$ cat config.mk
export PLATFORM = sky130hd
export DESIGN_NAME = trunc_mult_seq
export DESIGN_NICKNAME = d
export VERILOG_FILES = /design/src/rtl/trunc_mult_seq.sv
export SDC_FILE = /design/constraint.sdc
export NUM_CORES = 1
export LEC_CHECK = 0
export ABC_CLOCK_PERIOD_IN_PS = 5600
export CORE_ASPECT_RATIO = 1.25
export CORE_MARGIN = 2
export CORE_UTILIZATION = 51
export DETAILED_ROUTE_END_ITERATION = 10
export GPL_TIMING_DRIVEN = 0
export PLACE_DENSITY = 0.87
export SLEW_MARGIN = 20
export SYNTH_ARGS = -nofsm -noshare
export SYNTH_HDL_FRONTEND = slang
export SYNTH_SLANG_ARGS = --single-unit
$ cat constraint.sdc
create_clock -name clk -period 5.6 [get_ports clk]
set_clock_uncertainty 0.15 [all_clocks]
set_input_delay 1.4 -clock clk [delete_from_list [all_inputs] [get_ports clk]]
set_output_delay 1.4 -clock clk [all_outputs]
set_load 0.005 [all_outputs]
$ cat src/rtl/trunc_mult_seq.sv
// trunc_mult_seq: iterative truncated unsigned N x N multiplier returning the
// upper N bits of the product. One partial-product row is added per clock.
// Columns below weight 2^(N-K) are never formed; CORR*2^(N-K) is preloaded
// into the accumulator instead.
// Optional macro TRUNC_VAR_CORR_EN: each row also adds its column-(N-K-1)
// bit at weight 2^(N-K) (variable correction). Ignored when K=N.
// Ports:
//   clk, reset (async, active-high)
//   in_valid/in_ready, x, y  : operand handshake (in_ready high only in IDLE)
//   out_valid/out_ready, z   : result handshake, z = upper N bits
//   busy                     : high while rows are being accumulated
module trunc_mult_seq #(
  parameter int N    = 4,
  parameter int K    = 2,
  parameter int CORR = 0
) (
  input  logic         clk,
  input  logic         reset,
  input  logic         in_valid,
  output logic         in_ready,
  input  logic [N-1:0] x,
  input  logic [N-1:0] y,
  output logic         out_valid,
  input  logic         out_ready,
  output logic [N-1:0] z,
  output logic         busy
);

  localparam int AW = 2 * N + 1;
  localparam int RW = (N > 2) ? $clog2(N) : 1;
  localparam logic [AW-1:0] ACC_INIT = AW'(CORR) << (N - K);
  localparam logic [RW-1:0] LAST_ROW = RW'(N - 1);

  typedef enum logic [1:0] {
    IDLE,
    RUN,
    DONE
  } state_t;

  state_t        state_q, state_d;
  logic [N-1:0]  x_q, x_d;
  logic [N-1:0]  y_q, y_d;
  logic [AW-1:0] acc_q, acc_d;
  logic [RW-1:0] row_q, row_d;
  logic [N-1:0]  z_q, z_d;

  logic          accept;
  logic          last_row;
  logic [N-1:0]  x_mask;
  logic [N-1:0]  y_sh;
  logic          y_bit;
  logic [AW-1:0] pp;
  logic [AW-1:0] vc;

  // State register
  always_ff @(posedge clk or posedge reset) begin
    if (reset) begin
      state_q <= IDLE;
    end else begin
      state_q <= state_d;
    end
  end

  // Datapath registers
  always_ff @(posedge clk or posedge reset) begin
    if (reset) begin
      x_q   <= '0;
      y_q   <= '0;
      acc_q <= '0;
      row_q <= '0;
      z_q   <= '0;
    end else begin
      x_q   <= x_d;
      y_q   <= y_d;
      acc_q <= acc_d;
      row_q <= row_d;
      z_q   <= z_d;
    end
  end

  assign accept   = in_valid & in_ready;
  assign last_row = (row_q == LAST_ROW);

  // Next-state logic
  always_comb begin
    state_d = state_q;
    unique case (state_q)
      IDLE: if (accept) state_d = RUN;
      RUN:  if (last_row) state_d = DONE;
      DONE: if (out_ready) state_d = IDLE;
      default: state_d = IDLE;
    endcase
  end

  // Moore outputs
  always_comb begin
    in_ready  = 1'b0;
    busy      = 1'b0;
    out_valid = 1'b0;
    unique case (state_q)
      IDLE: in_ready  = 1'b1;
      RUN:  busy      = 1'b1;
      DONE: out_valid = 1'b1;
      default: in_ready = 1'b0;
    endcase
  end

  assign z = z_q;

  // Row term: x bit j lands in column row+j; drop it when that
  // column sits below the retained window.
  always_comb begin
    x_mask = '0;
    for (int j = 0; j < N; j++) begin
      if (j + int'(row_q) >= N - K) x_mask[j] = x_q[j];
    end
    y_sh  = y_q >> row_q;
    y_bit = y_sh[0];
    pp    = y_bit ? (AW'(x_mask) << row_q) : '0;
  end

`ifdef TRUNC_VAR_CORR_EN
  // Column N-K-1 bit of this row, promoted to weight 2^(N-K).
  logic [N-1:0] x_sh;
  int           idx;
  always_comb begin
    vc   = '0;
    x_sh = '0;
    idx  = N - K - 1 - int'(row_q);
    if (K < N && idx >= 0) begin
      x_sh = x_q >> idx;
      if (x_sh[0] & y_bit) vc = AW'(1) << (N - K);
    end
  end
`else
  assign vc = '0;
`endif

  // Datapath next values
  always_comb begin
    x_d   = x_q;
    y_d   = y_q;
    acc_d = acc_q;
    row_d = row_q;
    z_d   = z_q;
    unique case (state_q)
      IDLE: begin
        if (accept) begin
          x_d   = x;
          y_d   = y;
          acc_d = ACC_INIT;
          row_d = '0;
        end
      end
      RUN: begin
        acc_d = acc_q + pp + vc;
        if (last_row) begin
          row_d = '0;
          z_d   = acc_d[2*N-1:N];
        end else begin
          row_d = row_q + RW'(1);
        end
      end
      DONE: ;
      default: ;
    endcase
  end

endmodule

Yosys cells after proc, flatten, opt, wreduce, memory -nomap -nowiden

Cells that the tools add are included.

Register bits: 25
Logic and storage cells: 47
Input bits: 12
Output and inout port bits: 7

Add/subtract/negate cells: 5
$lt $le $gt $ge: 4
Bitwise gates (word level): 1
Shifts and indexed selects: 2
Eq/ne operators: 6
Muxes and demuxes: 17
Reduce and logical (&&, ||, !) cells: 6

Operator list:

| cell                                                                                 | number |
|---|---|
| 9-bit 2-to-1 mux                                                                     | 2 |
| 9-bit case mux with 2 select lines                                                   | 1 |
| 2-bit 2-to-1 mux                                                                     | 5 |
| 9-bit adder                                                                          | 1 |
| 3-bit by 2-bit greater-or-equal comparator with 1-bit output (second input constant) | 3 |
| 4-bit by 2-bit left shift with 9-bit output                                          | 1 |
| 1-bit 2-to-1 mux                                                                     | 7 |
| 2-bit by 2-bit adder with 3-bit output (first input constant)                        | 2 |
| 2-bit inequality test (second input constant)                                        | 3 |
| 2-bit case mux with 3 select lines                                                   | 1 |
| 2-bit AND reduction                                                                  | 3 |
| 2-bit == test (second input constant)                                                | 2 |
| 2-bit case mux with 2 select lines                                                   | 1 |
| 4-bit by 2-bit >> shifter with 1-bit output                                          | 1 |
| 1-bit by 2-bit adder with 3-bit output (first input constant)                        | 1 |
| 3-bit AND reduction                                                                  | 1 |
| 2-bit by 1-bit adder with 2-bit output (second input constant)                       | 1 |
| 2-bit by 1-bit == test with 1-bit output (second input constant)                     | 1 |
| 2-bit greater-or-equal comparator (second input constant)                            | 1 |
| 2-bit logical NOT                                                                    | 1 |
| 2-bit nonzero test                                                                   | 1 |
| 1-bit AND                                                                            | 1 |

Longest topological paths before layout

Depth after elaboration: 7
Mapped depth: 13
Mapped depth without buffers: 12

Worst setup path before layout

OpenSTA, ideal clock, no wires.

Path kind: flip-flop to flip-flop
Start point: register row_q[0]
End point: register z_q[2], in the netlist z[2]
Data required time: 5325 ps
Buffers on the path: 1
Data arrival time: 2386 ps
Cell stages (with the launch flop): 14
Library setup time: 125 ps
Clock period less this slack: 2661 ps
Path slack: 2939 ps
Cells stage by stage: dfrtp_1 -> buf_2 -> inv_1 -> ha_1 -> o21ai_0 -> nor2_1 -> a21oi_1 -> nor2_1 -> fa_1 -> a21oi_1 -> o21ai_1 -> a21oi_1 -> xor2_1 -> o21ai_1

Word-level cells in the longest chain between the ends: 6
Elaborated cells between the ends (all ways): 17
Those cells by class: 4 x add/sub; 4 x order compare; 1 x eq/ne; 2 x shift; 5 x mux; 1 x reduce/logical

Ends and longest elaborated chain:

| item                                                                                                    | line | RTL |
|---|---|---|
| from (decl)                                                                                             | 44   | `logic [RW-1:0] row_q, row_d;` |
| from (signal assigned)                                                                                  | 76   | `row_q <= row_d;` |
| 1-bit by 2-bit adder with 3-bit output / 2-bit by 2-bit adder with 3-bit output (equally long branches) | 115  | `if (j + int'(row_q) >= N - K) x_mask[j] = x_q[j];` |
| 3-bit by 2-bit greater-or-equal comparator with 1-bit output                                            | 115  |  |
| 1-bit 2-to-1 mux                                                                                        | 115  |  |
| 4-bit by 2-bit left shift with 9-bit output                                                             | 119  | `pp = y_bit ? (AW'(x_mask) << row_q) : '0;` |
| 9-bit 2-to-1 mux                                                                                        | 119  |  |
| 9-bit adder                                                                                             | 156  | `acc_d = acc_q + pp + vc;` |
| to (signal assigned)                                                                                    | 77   | `z_q <= z_d;` |
| to (decl)                                                                                               | 45   | `logic [N-1:0] z_q, z_d;` |

Parallel ways exist; a longest one is shown, timed or not.
A chain may end at the register's enable or synchronous reset.

Worst setup path after layout

Start point: register state_q[1]
End point: output port busy

Word-level cells in the longest chain between the ends: 2

Ends and longest elaborated chain:

| item                                     | line | RTL |
|---|---|---|
| from (decl)                              | 40   | `state_t state_q, state_d;` |
| from (signal assigned)                   | 60   | `state_q <= state_d;` |
| 2-bit by 1-bit == test with 1-bit output | 100  | `unique case (state_q)` |
| 1-bit 2-to-1 mux                         | 100  |  |
| to (decl)                                | 26   | `output logic busy` |

No other way between the ends.

==> insert_results.sql <==
INSERT INTO impl_metrics (metric_group, metric, value, unit) VALUES
('global_routing', 'antenna_found_initial', '0', ''),
('cts', 'numCtsBuffers', '3', ''),
('route', 'route.final.wire_length', '2883', 'um'),
('logic_synthesis', 'synth.ff_latch_count', '24', ''),
('timing', 'maxSlewViolCount', '0', ''),
('cts', 'clk_pin_slew', '130', 'ps'),
('cts', 'cell_chosen_for_the_clock_root', 'clkbuf_4', ''),
('cts', 'cts_tree', 'built', ''),
('global_routing', 'grt_start_max_net_pins', '25', ''),
('route', 'drt_iter0_drc', '35', ''),
('cts', 'clock_tree.buffer_depth', '2', ''),
('logic_synthesis', 'synth_sequential_area_ratio', '0.4320', ''),
('timing', 'tightest_slew', '887.7', 'ps'),
('power_and_ir_drop', 'power_leakage', '0.7822', 'nW'),
('logic_synthesis', 'yosys.area.top_type', 'dfrtp_1', ''),
('power_and_ir_drop', 'share_comb_of_total_power', '0.523', ''),
('floorplan', 'starting_utilization_of_the_core_area', '0.5290', ''),
('route', 'drc_violations_left', '0', ''),
('floorplan', 'floorplan.die.width', '50.70', 'um'),
('cts', 'htreeDepth', '1', ''),
('floorplan', 'die_h', '62.37', 'um'),
('route', 'avgRoutedWirePerCell', '13.35', 'um'),
('layout', 'insertedDiodeCount', '0', ''),
('timing', 'finalSetupTns', '0', 'ps'),
('timing', 'relSlewSlack', '0.4075', ''),
('route', 'routed-via-count', '1168', ''),
('timing', 'fin_crit_sh', '0.5911', ''),
('layout', 'layout.core_utilization', '0.6276', ''),
('logic_synthesis', 'post_synth_inst_count', '160', ''),
('power_and_ir_drop', 'ir_worst_vdd', '0.2762', 'mV'),
('timing', 'max_freq', '0.3021', 'GHz'),
('setup_path', 'critical_path.endpoint_type', 'output port', ''),
('timing', 'grt_setup_unrepaired', 'no', ''),
('timing', 'setup_viol_count_final', '0', ''),
('logic_synthesis', 'postSynthAreaPerCell', '8.688', 'um^2'),
('power_and_ir_drop', 'sw_frac_of_total', '0.4287', ''),
('logic_synthesis', 'synth_most_common_cell', 'nand2_1', ''),
('placement', 'numPortBuffers', '18', ''),
('global_routing', 'overflow', '0', ''),
('timing', 'period_needed', '3310', 'ps'),
('route', 'ant_nets', '0', ''),
('logic_synthesis', 'synth.lib_cells_used.distinct', '29', ''),
('setup_path', 'worstPathMaxFanout', '10', ''),
('cts', 'clock_sinks', '24', ''),
('logic_synthesis', 'netlist_top_cells_count', 'nand2_1, dfrtp_1, ha_1', ''),
('floorplan', 'io_pins', '19', ''),
('placement', 'hpwl', '2196', 'um'),
('layout', 'layout.cells.non_filler', '216', ''),
('power_and_ir_drop', 'relative_contribution_of_sequential_cells_to_total_power', '0.364', ''),
('logic_synthesis', 'synth_area', '1390', 'um^2'),
('logic_synthesis', 'synth_warnings', '0', ''),
('logic_synthesis', 'synth_largest_type_area_fraction', '0.4320', ''),
('logic_synthesis', 'synth-main-ff-cell', 'dfrtp_1', ''),
('cts', 'cts_post_setup_buffers_inserted', '0', ''),
('run_status', 'result_of_the_run', 'completed', ''),
('power_and_ir_drop', 'clock_power_share', '0.113', ''),
('setup_path', 'worstPathRequired', '4050', 'ps'),
('cts', 'postCtsResizedCells', '0', ''),
('layout', 'final_net_count', '208', ''),
('logic_synthesis', 'syn-num-nets', '185', ''),
('route', 'via_per_inst', '5.407', ''),
('layout', 'final_layout_size_suffix_gt1_frac', '0.06593', ''),
('cts', 'holdBufCountCts', '0', ''),
('placement', 'post_placement_cell_area', '1613', 'um^2'),
('global_routing', 'grt_pass1_vias', '1126', ''),
('floorplan', 'floorplan.core_area', '2628', 'um^2'),
('floorplan', 'core.rowCount', '21', ''),
('floorplan', 'die_area', '3162', 'um^2'),
('setup_path', 'critical_path.startpoint_type', 'flop', ''),
('power_and_ir_drop', 'p_sw', '0.0003524', 'W'),
('power_and_ir_drop', 'p_int', '0.0004697', 'W');
## sequential cells by signal, indices dropped and copies added, names as in the netlist
name,cells
acc_q,8
x_q,4
y_q,4
z,4
row_q,2
state_q,2
## power groups by stage
stage | clock (W) | combinational (W) | sequential (W)
floorplan | 0 | 0.000306 | 0.000290
global placement | 0 | 0.000404 | 0.000298
detailed placement | 0 | 0.000427 | 0.000303
CTS | 0.0000948 | 0.000431 | 0.000300
global route | 0.000103 | 0.000483 | 0.000310
finish | 0.0000926 | 0.000430 | 0.000299
## metal layers
| metal | track usage | up-vias | share of wire |
|---|---|---|---|
| li1 | - | 588 | - |
| met1 | 0.2254 | 536 | 0.41 |
| met5 | 0 | - | 0 |
| met3 | 0.02632 | 10 | 0.038 |
| met2 | 0.3503 | 34 | 0.51 |
| met4 | 0.1318 | 0 | 0.039 |
## path summary, 6_finish.rpt
kind	endpoint	slack, ps	depth (start not counted)	from
worst min-delay path	x_q[1]	330	2	x_q[1]
max in group asynchronous	acc_q[7]	3350	2	reset
min in group asynchronous	acc_q[4]	1400	2	reset
worst max register to register	z[1]	2510	12	row_q[0]
worst min register to register	x_q[1]	330	2	x_q[1]
worst max-delay path	busy	2290	3	state_q[1]
## cells in the final DEF, fill, tap and decap left out, types with 4 or more instances in the layout
| master | netlist | final |
|---|---|---|
| a21oi_1 | 7 | 7 |
| buf_2 | 4 | 4 |
| clkdlybuf4s50_1 | 0 | 18 |
| dfrtp_1 | 24 | 24 |
| ha_1 | 12 | 12 |
| inv_1 | 5 | 5 |
| nand2_1 | 45 | 45 |
| nand3_1 | 6 | 6 |
| nor2_1 | 9 | 9 |
| o21ai_0 | 9 | 9 |
| o21ai_1 | 10 | 10 |
## cells by family (layout without fill, tap and decap cells)
kind of cell,after synthesis,after routing,synth area share
flops,24,24,0.4320
fa+ha+maj,13,13,0.1224
compound gates,39,39,0.1638
buf+inv,10,32,0.03060
mux,4,4,0.03060
simple gates,65,65,0.1890
xor+xnor,5,5,0.03151
## stage by stage
| stage | worst slack [ps] | power [W] |
|---|---|---|
| after floorplan | 2939 | 0.0005968 |
| after global placement | 2665 | 0.0007021 |
| after detailed placement | 2624 | 0.0007304 |
| after CTS | 2286 | 0.0008254 |
| after global routing | 2203 | 0.0008957 |
| final | 2290 | 0.0008221 |
## layout make-up
type                       count  area, um^2
timing repair buffer          18       180.2
fill                         236       978.4
inverter                       6       22.52
buffer                         4       20.02
tap                           34       42.54
multi-input combinational    126       747.0
clock buffer                   4       36.28
sequential                    24       600.6
## worst max-delay path: stages (launching register included)
cell and delay, ps:
dfrtp_1 420, nand2b_1 270, inv_2 220, clkdlybuf4s50_1 530
(Power assumes the default switching activity.)
